## config.mk

```make
export PLATFORM = sky130hd
export DESIGN_NAME = fifo_stream_reader
export DESIGN_NICKNAME = d
export VERILOG_FILES = /design/src/rtl/fifo_stream_reader_pkg.sv /design/src/rtl/fifo_stream_reader_beat_mux.sv /design/src/rtl/fifo_stream_reader.sv
export SDC_FILE = /design/constraint.sdc
export NUM_CORES = 1
export LEC_CHECK = 0
export BUFFER_PORTS_ARGS = -buffer_cell sky130_fd_sc_hd__clkbuf_2
export CORE_MARGIN = 2
export CORE_UTILIZATION = 59
export CTS_BUF_LIST = sky130_fd_sc_hd__clkbuf_8
export CTS_CLUSTER_DIAMETER = 100
export DETAILED_ROUTE_END_ITERATION = 10
export PLACE_DENSITY = 0.92
export SLEW_MARGIN = 20
export SYNTH_ARGS = -nofsm -noshare
export SYNTH_HDL_FRONTEND = slang
export SYNTH_SLANG_ARGS = --single-unit
```

## constraint.sdc

```tcl
create_clock -name rd_clk -period 3.6 [get_ports rd_clk]
set_input_delay 0.36 -clock rd_clk [delete_from_list [all_inputs] [get_ports rd_clk]]
set_output_delay 0.36 -clock rd_clk [all_outputs]
set_load 0.05 [all_outputs]
```

## src/rtl/fifo_stream_reader_pkg.sv

```systemverilog
// -----------------------------------------------------------------------------
// fifo_rd_pkg
// Shared definitions for the read-side FIFO stream reader:
//   - default FIFO word / beat widths, also used where the FIFO is instantiated
//   - control state encoding (holding register empty / sending)
//   - constant clog2 helper for sizing the beat index
// -----------------------------------------------------------------------------
package fifo_rd_pkg;

  // Default widths shared with the dual-clock FIFO instantiation.
  localparam int FIFO_RD_WD_DEFAULT = 256;
  localparam int FIFO_RD_WO_DEFAULT = 32;

  // Holding register state: EMPTY means no word held, SEND means beats pending.
  typedef enum logic {
    ST_EMPTY = 1'b0,
    ST_SEND  = 1'b1
  } rd_state_e;

  // Ceiling log2 for elaboration-time sizing (value >= 2 expected).
  function automatic int clog2(input int value);
    int res;
    res = 0;
    while ((32'sd1 <<< res) < value) begin
      res = res + 1;
    end
    return res;
  endfunction

endpackage : fifo_rd_pkg

```

## src/rtl/fifo_stream_reader_beat_mux.sv

```systemverilog
// -----------------------------------------------------------------------------
// beat_mux
// Combinational selection of one WO-bit beat out of the WD-bit held word.
//
// Build option: FIFO_RD_MSB_FIRST_EN
//   undefined : beat 0 is the least significant slice (default)
//   defined   : beat 0 is the most significant slice
//
// Ports:
//   data_i   in  WD  word held by the reader
//   beat_i   in  WB  current beat index (0 .. NB-1)
//   slice_o  out WO  selected beat payload
// -----------------------------------------------------------------------------
module beat_mux
  import fifo_rd_pkg::*;
#(
  parameter int WD = FIFO_RD_WD_DEFAULT,
  parameter int WO = FIFO_RD_WO_DEFAULT,
  localparam int NB = WD / WO,
  localparam int WB = clog2(NB)
) (
  input  logic [WD-1:0] data_i,
  input  logic [WB-1:0] beat_i,
  output logic [WO-1:0] slice_o
);

  logic [WO-1:0] slices_s [NB];
  logic [WB-1:0] idx_s;

  // Split the word into its NB slices, slice g holding bits [g*WO +: WO].
  for (genvar g = 0; g < NB; g++) begin : g_slice
    assign slices_s[g] = data_i[g*WO +: WO];
  end

`ifdef FIFO_RD_MSB_FIRST_EN
  // Beat 0 maps to the top slice, so the index counts down.
  assign idx_s = WB'(NB - 1) - beat_i;
`else
  // Beat 0 maps to the bottom slice.
  assign idx_s = beat_i;
`endif

  assign slice_o = slices_s[idx_s];

endmodule : beat_mux

```

## src/rtl/fifo_stream_reader.sv

```systemverilog
// -----------------------------------------------------------------------------
// fifo_stream_reader
// Read-domain consumer for a first-word-fall-through FIFO. Pops WD-bit words
// into a holding register and serialises each as NB = WD/WO beats on a
// valid/ready stream. The next word is popped on the same edge that accepts
// the final beat, so back-to-back words flow without a bubble.
//
// Build option: FIFO_RD_MSB_FIRST_EN (beat order, see beat_mux).
//
// Ports:
//   rd_clk      in  1   read clock, rising edge
//   rst_n       in  1   asynchronous active-low reset
//   fifo_dout   in  WD  FIFO head word, valid while fifo_empty is low
//   fifo_empty  in  1   FIFO empty flag
//   fifo_rd_en  out 1   combinational pop strobe
//   flush       in  1   discard the held word this cycle
//   out_valid   out 1   beat available
//   out_ready   in  1   downstream accept
//   out_data    out WO  beat payload
//   out_last    out 1   final beat of the word
//   out_beat    out WB  current beat index
//   busy        out 1   holding register occupied (same as out_valid)
// -----------------------------------------------------------------------------
module fifo_stream_reader
  import fifo_rd_pkg::*;
#(
  parameter int WD = FIFO_RD_WD_DEFAULT,
  parameter int WO = FIFO_RD_WO_DEFAULT,
  localparam int NB = WD / WO,
  localparam int WB = clog2(NB)
) (
  input  logic          rd_clk,
  input  logic          rst_n,
  input  logic [WD-1:0] fifo_dout,
  input  logic          fifo_empty,
  output logic          fifo_rd_en,
  input  logic          flush,
  output logic          out_valid,
  input  logic          out_ready,
  output logic [WO-1:0] out_data,
  output logic          out_last,
  output logic [WB-1:0] out_beat,
  output logic          busy
);

  rd_state_e     state_q, state_d;
  logic [WD-1:0] hold_q, hold_d;
  logic [WB-1:0] beat_q, beat_d;

  logic hold_vld_s;
  logic last_beat_s;
  logic accept_s;
  logic pop_s;

  assign hold_vld_s  = (state_q == ST_SEND);
  assign last_beat_s = (beat_q == WB'(NB - 1));
  assign accept_s    = hold_vld_s & out_ready;

  // Pop when empty-handed, or when the last beat leaves this edge (zero-bubble
  // reload). rst_n gates the strobe so no pop is issued while in reset.
  assign pop_s = rst_n & ~fifo_empty & ~flush
               & (~hold_vld_s | (accept_s & last_beat_s));

  // Next-state logic: flush dominates a pop, a pop dominates a plain advance.
  always_comb begin
    state_d = state_q;
    hold_d  = hold_q;
    beat_d  = beat_q;
    if (flush) begin
      state_d = ST_EMPTY;
      beat_d  = {WB{1'b0}};
    end else if (pop_s) begin
      state_d = ST_SEND;
      hold_d  = fifo_dout;
      beat_d  = {WB{1'b0}};
    end else begin
      case (state_q)
        ST_SEND: begin
          if (accept_s && !last_beat_s) begin
            beat_d = beat_q + WB'(1);
          end else if (accept_s) begin
            // Final beat taken with nothing to reload; beat index stays put
            // until the next pop restarts it.
            state_d = ST_EMPTY;
          end else begin
            beat_d = beat_q;
          end
        end
        ST_EMPTY: begin
          state_d = ST_EMPTY;
        end
        default: begin
          state_d = ST_EMPTY;
        end
      endcase
    end
  end

  // State, holding register and beat counter.
  always_ff @(posedge rd_clk or negedge rst_n) begin
    if (!rst_n) begin
      state_q <= ST_EMPTY;
      hold_q  <= {WD{1'b0}};
      beat_q  <= {WB{1'b0}};
    end else begin
      state_q <= state_d;
      hold_q  <= hold_d;
      beat_q  <= beat_d;
    end
  end

  beat_mux #(
    .WD (WD),
    .WO (WO)
  ) u_beat_mux (
    .data_i  (hold_q),
    .beat_i  (beat_q),
    .slice_o (out_data)
  );

  assign fifo_rd_en = pop_s;
  assign out_valid  = hold_vld_s;
  assign busy       = hold_vld_s;
  assign out_last   = hold_vld_s & last_beat_s;
  assign out_beat   = beat_q;

endmodule : fifo_stream_reader

```

==> reports/results.md <==
| Step | Result | This run |
| --- | --- | --- |
| synthesis | Number of register bits inferred by synthesis | 260 |
| critical path | Startpoint type of the worst setup path | flip-flop |
| place | GP Congestion | 0.799 |
| cts | Clock Tree Buf Depth | 3 |
| timing | Total count of max-transition violations in the final report | 0 |
| finish | Antenna diode instance count | 0 |
| floorplan | Number of core rows | 51 |
| synthesis | Synthesized area per cell | 17.2 sq um |
| global route | Antenna violations before repair | 0 |
| drt | Routed WL per cell | 19.7 um |
| drt | Final wirelength | 25.2 mm |
| timing | Worst-case clock skew | 0.0195 ns |
| floorplan | Overall die width | 144 um |
| finish | Fraction of layout instances using a drive strength above 1 | 0.523 |
| timing | Worst hold slack | 0.0513 ns |
| global route | Global-route total usage across every layer | 0.245 |
| synthesis | Syn Inst Count | 674 |
| critical path | Kind of end point of the critical path | output pin |
| flow run | Max-capacitance violation count | 0 |
| floorplan | Vert. Die Dim | 144 um |
| critical path | Reg2Reg Depth | 5 |
| critical path | Class of the most critical setup path | reg -> out |
| timing | Hold violation total from the final report | 0 |
| floorplan | Initial Utilization | 0.599 |
| pwr | P_leak | 6.44 nW |
| finish | Area added between synthesis and finish | 21.6% |
| cts | Number of buffers created by CTS | 42 |
| drt | 1st-iter DRT viols | 279 |
| timing | Slew of the pin with the lowest slew margin | 0.940 ns |
| drt | Antenna violation net count after detailed routing | 0 |
| min path | Min-delay worst type | in -> reg |
| cts | Post-CTS Resized | 0 |
| finish | Top library cells by usage in the layout, fill and taps aside | 298 x sky130_fd_sc_hd__clkbuf_2, 257 x sky130_fd_sc_hd__dfrtp_1, 196 x sky130_fd_sc_hd__mux2_1, 92 x sky130_fd_sc_hd__mux2_2, 64 x sky130_fd_sc_hd__mux4_2 |
| pwr | Total design power | 7.97 mW |
| global route | Wire length of the first global-routing pass | 39.4 mm |
| drt | Detailed-route via count | 7062 |
| finish | Final Core Density | 0.728 |
| timing | Top achievable clock speed | 316 MHz |
| pwr | Maximum ir drop on the vdd rail | 413 uV |
| timing | RSZ-0062 raised after global routing | no |
| timing | Relative slew slack | 0.373 |
| cts | CTS H-Tree Depth | 2 |
| critical path | Critical Path Fanout Max | 29 |
| status | Status | finished clean |
| place | Number of buffers added on ports | 299 |
| cts | Clock-pin slew of the registers on the worst-case setup and hold paths | 0.07 ns |
| timing | Crit path time final | 3.17 ns |
| cts | CTS Root Cell | sky130_fd_sc_hd__clkbuf_8 |
| synthesis | Synthesized netlist net count | 937 |
| cts | CTS tree | done |
| finish | Leading cell type in the layout, fill and taps excluded | sky130_fd_sc_hd__clkbuf_2 |
| timing | Setup violators final | 0 |
| floorplan | Floorplan Core Area | 0.0194 sq mm |
| min path | Hold Crit Depth | 2 |
| timing | Fraction of the cycle the final worst path needs | 0.880 |
| drt | Number of design rule violations left after detail routing | 0 |
| global route | Pin count of the biggest net entering global routing | 136 |
| pwr | Power density over cell area | 564 mW/mm^2 |
| floorplan | Die Area | 0.0208 sq mm |
| synthesis | Netlist Area Pre-Place | 0.0116 sq mm |
| global route | Via count of the first global-routing pass | 7837 |
| timing | Setup TNS | 0 ns |
| synthesis | Cell variety after synth | 19 |
| place | Detailed-placement wirelength estimate | 17.5 mm |
| cts | Count of clock tree sinks | 260 |
| synthesis | Sequential cell area fraction in the yosys report | 0.560 |
| synthesis | Number of warnings printed during yosys synthesis | 0 |
| drt | Vias per cell | 5.53 |
| global route | Global route total overflow | 0 |
| floorplan | # IOs | 300 |
| finish | Final #Nets | 1246 |
| drt | First-pass iteration count of the detailed router | 4 |
| cts | Source-to-sink clock delay at the later pin of the worst-skew pair | 0.52 ns |
| critical path | CP Data Required Time | 3.24 ns |
| critical path | Arr. time, crit path | 2.81 ns |
Yosys cell counts (all sizes together):
master	number	area share
xor2	1	0.00075
a21oi	1	0.00043
mux2	288	0.28
nand2	2	0.00065
nand2b	1	0.00054
and2	1	0.00054
buf	39	0.024
a211oi	1	0.0011
nor3	3	0.0013
clkbuf	8	0.0026
mux2i	2	0.0017
ha	2	0.0022
mux4	64	0.12
dfrtp	260	0.56
nand3b	1	0.00065
worst paths after layout:
| path | end | slack (ns) | from |
|---|---|---|---|
| worst max-delay path | fifo_rd_en | 0.43 | out_beat[2] |
| worst min-delay path | hold_q[212] | 0.05 | fifo_dout[212] |
| worst max register to register | hold_q[7] | 0.96 | out_beat[2] |
| worst min register to register | hold_q[198] | 0.48 | hold_q[198] |
| max in group asynchronous | hold_q[134] | 1.52 | rst_n |
| min in group asynchronous | hold_q[122] | 0.21 | rst_n |
state kept, by name, indices dropped and copies added, names as in the netlist:
register,cells
busy,1
hold_q,256
out_beat,3
per-layer routing:
layer	track usage	wire, um	vias to the layer above
met5	0	0	-
met4	0.0940	854	0
met3	0.0825	2120	67
met2	0.416	12500	266
met1	0.291	9670	3590
li1	-	-	3139
cells by family (layout without fill, tap and decap cells):
| family | count (synthesis) | in the layout | synth area share |
|---|---|---|---|
| multiplexers | 354 | 354 | 0.405 |
| flip-flops | 260 | 260 | 0.560 |
| buffers and inverters | 47 | 385 | 0.0270 |
| AND/OR/NAND/NOR | 8 | 8 | 0.00366 |
| adder cells (fa/ha/maj) | 2 | 2 | 0.00215 |
| AO/OA/AOI/OAI | 2 | 2 | 0.00151 |
| XOR/XNOR | 1 | 1 | 0.000754 |
power by group:
| part | switching [mW] | internal (mW) | total, mW |
|---|---|---|---|
| clock network | 1.10 | 1.34 | 2.44 |
| logic | 0.797 | 0.856 | 1.65 |
| registers | 0.312 | 3.56 | 3.87 |
layout make-up:
cell class                 count  area (sq um)
sequential                   260          6510
fill                        1246          5270
multi-input combinational    367          4810
timing repair buffer         312          1660
clock buffer                  54           743
tap                          265           332
clock inverter                19          76.3
worst max-delay path: stages, from the launching register on:
cell,delay (ns)
sky130_fd_sc_hd__dfrtp_2,0.65
sky130_fd_sc_hd__ha_1,0.27
sky130_fd_sc_hd__nand2_1,0.12
sky130_fd_sc_hd__a211oi_4,0.36
sky130_fd_sc_hd__buf_12,0.25
sky130_fd_sc_hd__buf_4,0.28
sky130_fd_sc_hd__clkbuf_2,0.32
per-stage QoR:
| step | instances | instance area [sq um] | setup WS (ns) |
|---|---|---|---|
| CTS | 1277 | 14100 | 0.434 |
| floorplan | 674 | 11600 | 1.05 |
| detailed placement | 1203 | 13300 | 1.02 |
| finish | 1277 | 14100 | 0.431 |
| global placement | 1203 | 13300 | 1.10 |
| global route | 1277 | 14100 | 0.317 |
repair_timing:
| action | CTS | global route |
|---|---|---|
| buffers inserted | 0 | 0 |
| hold buffers | 1 | 0 |
| hold endpoints to repair | 51 | 0 |
| endpoints found under the setup margin | 0 | 0 |
Power figures use the tool's default switching activity.
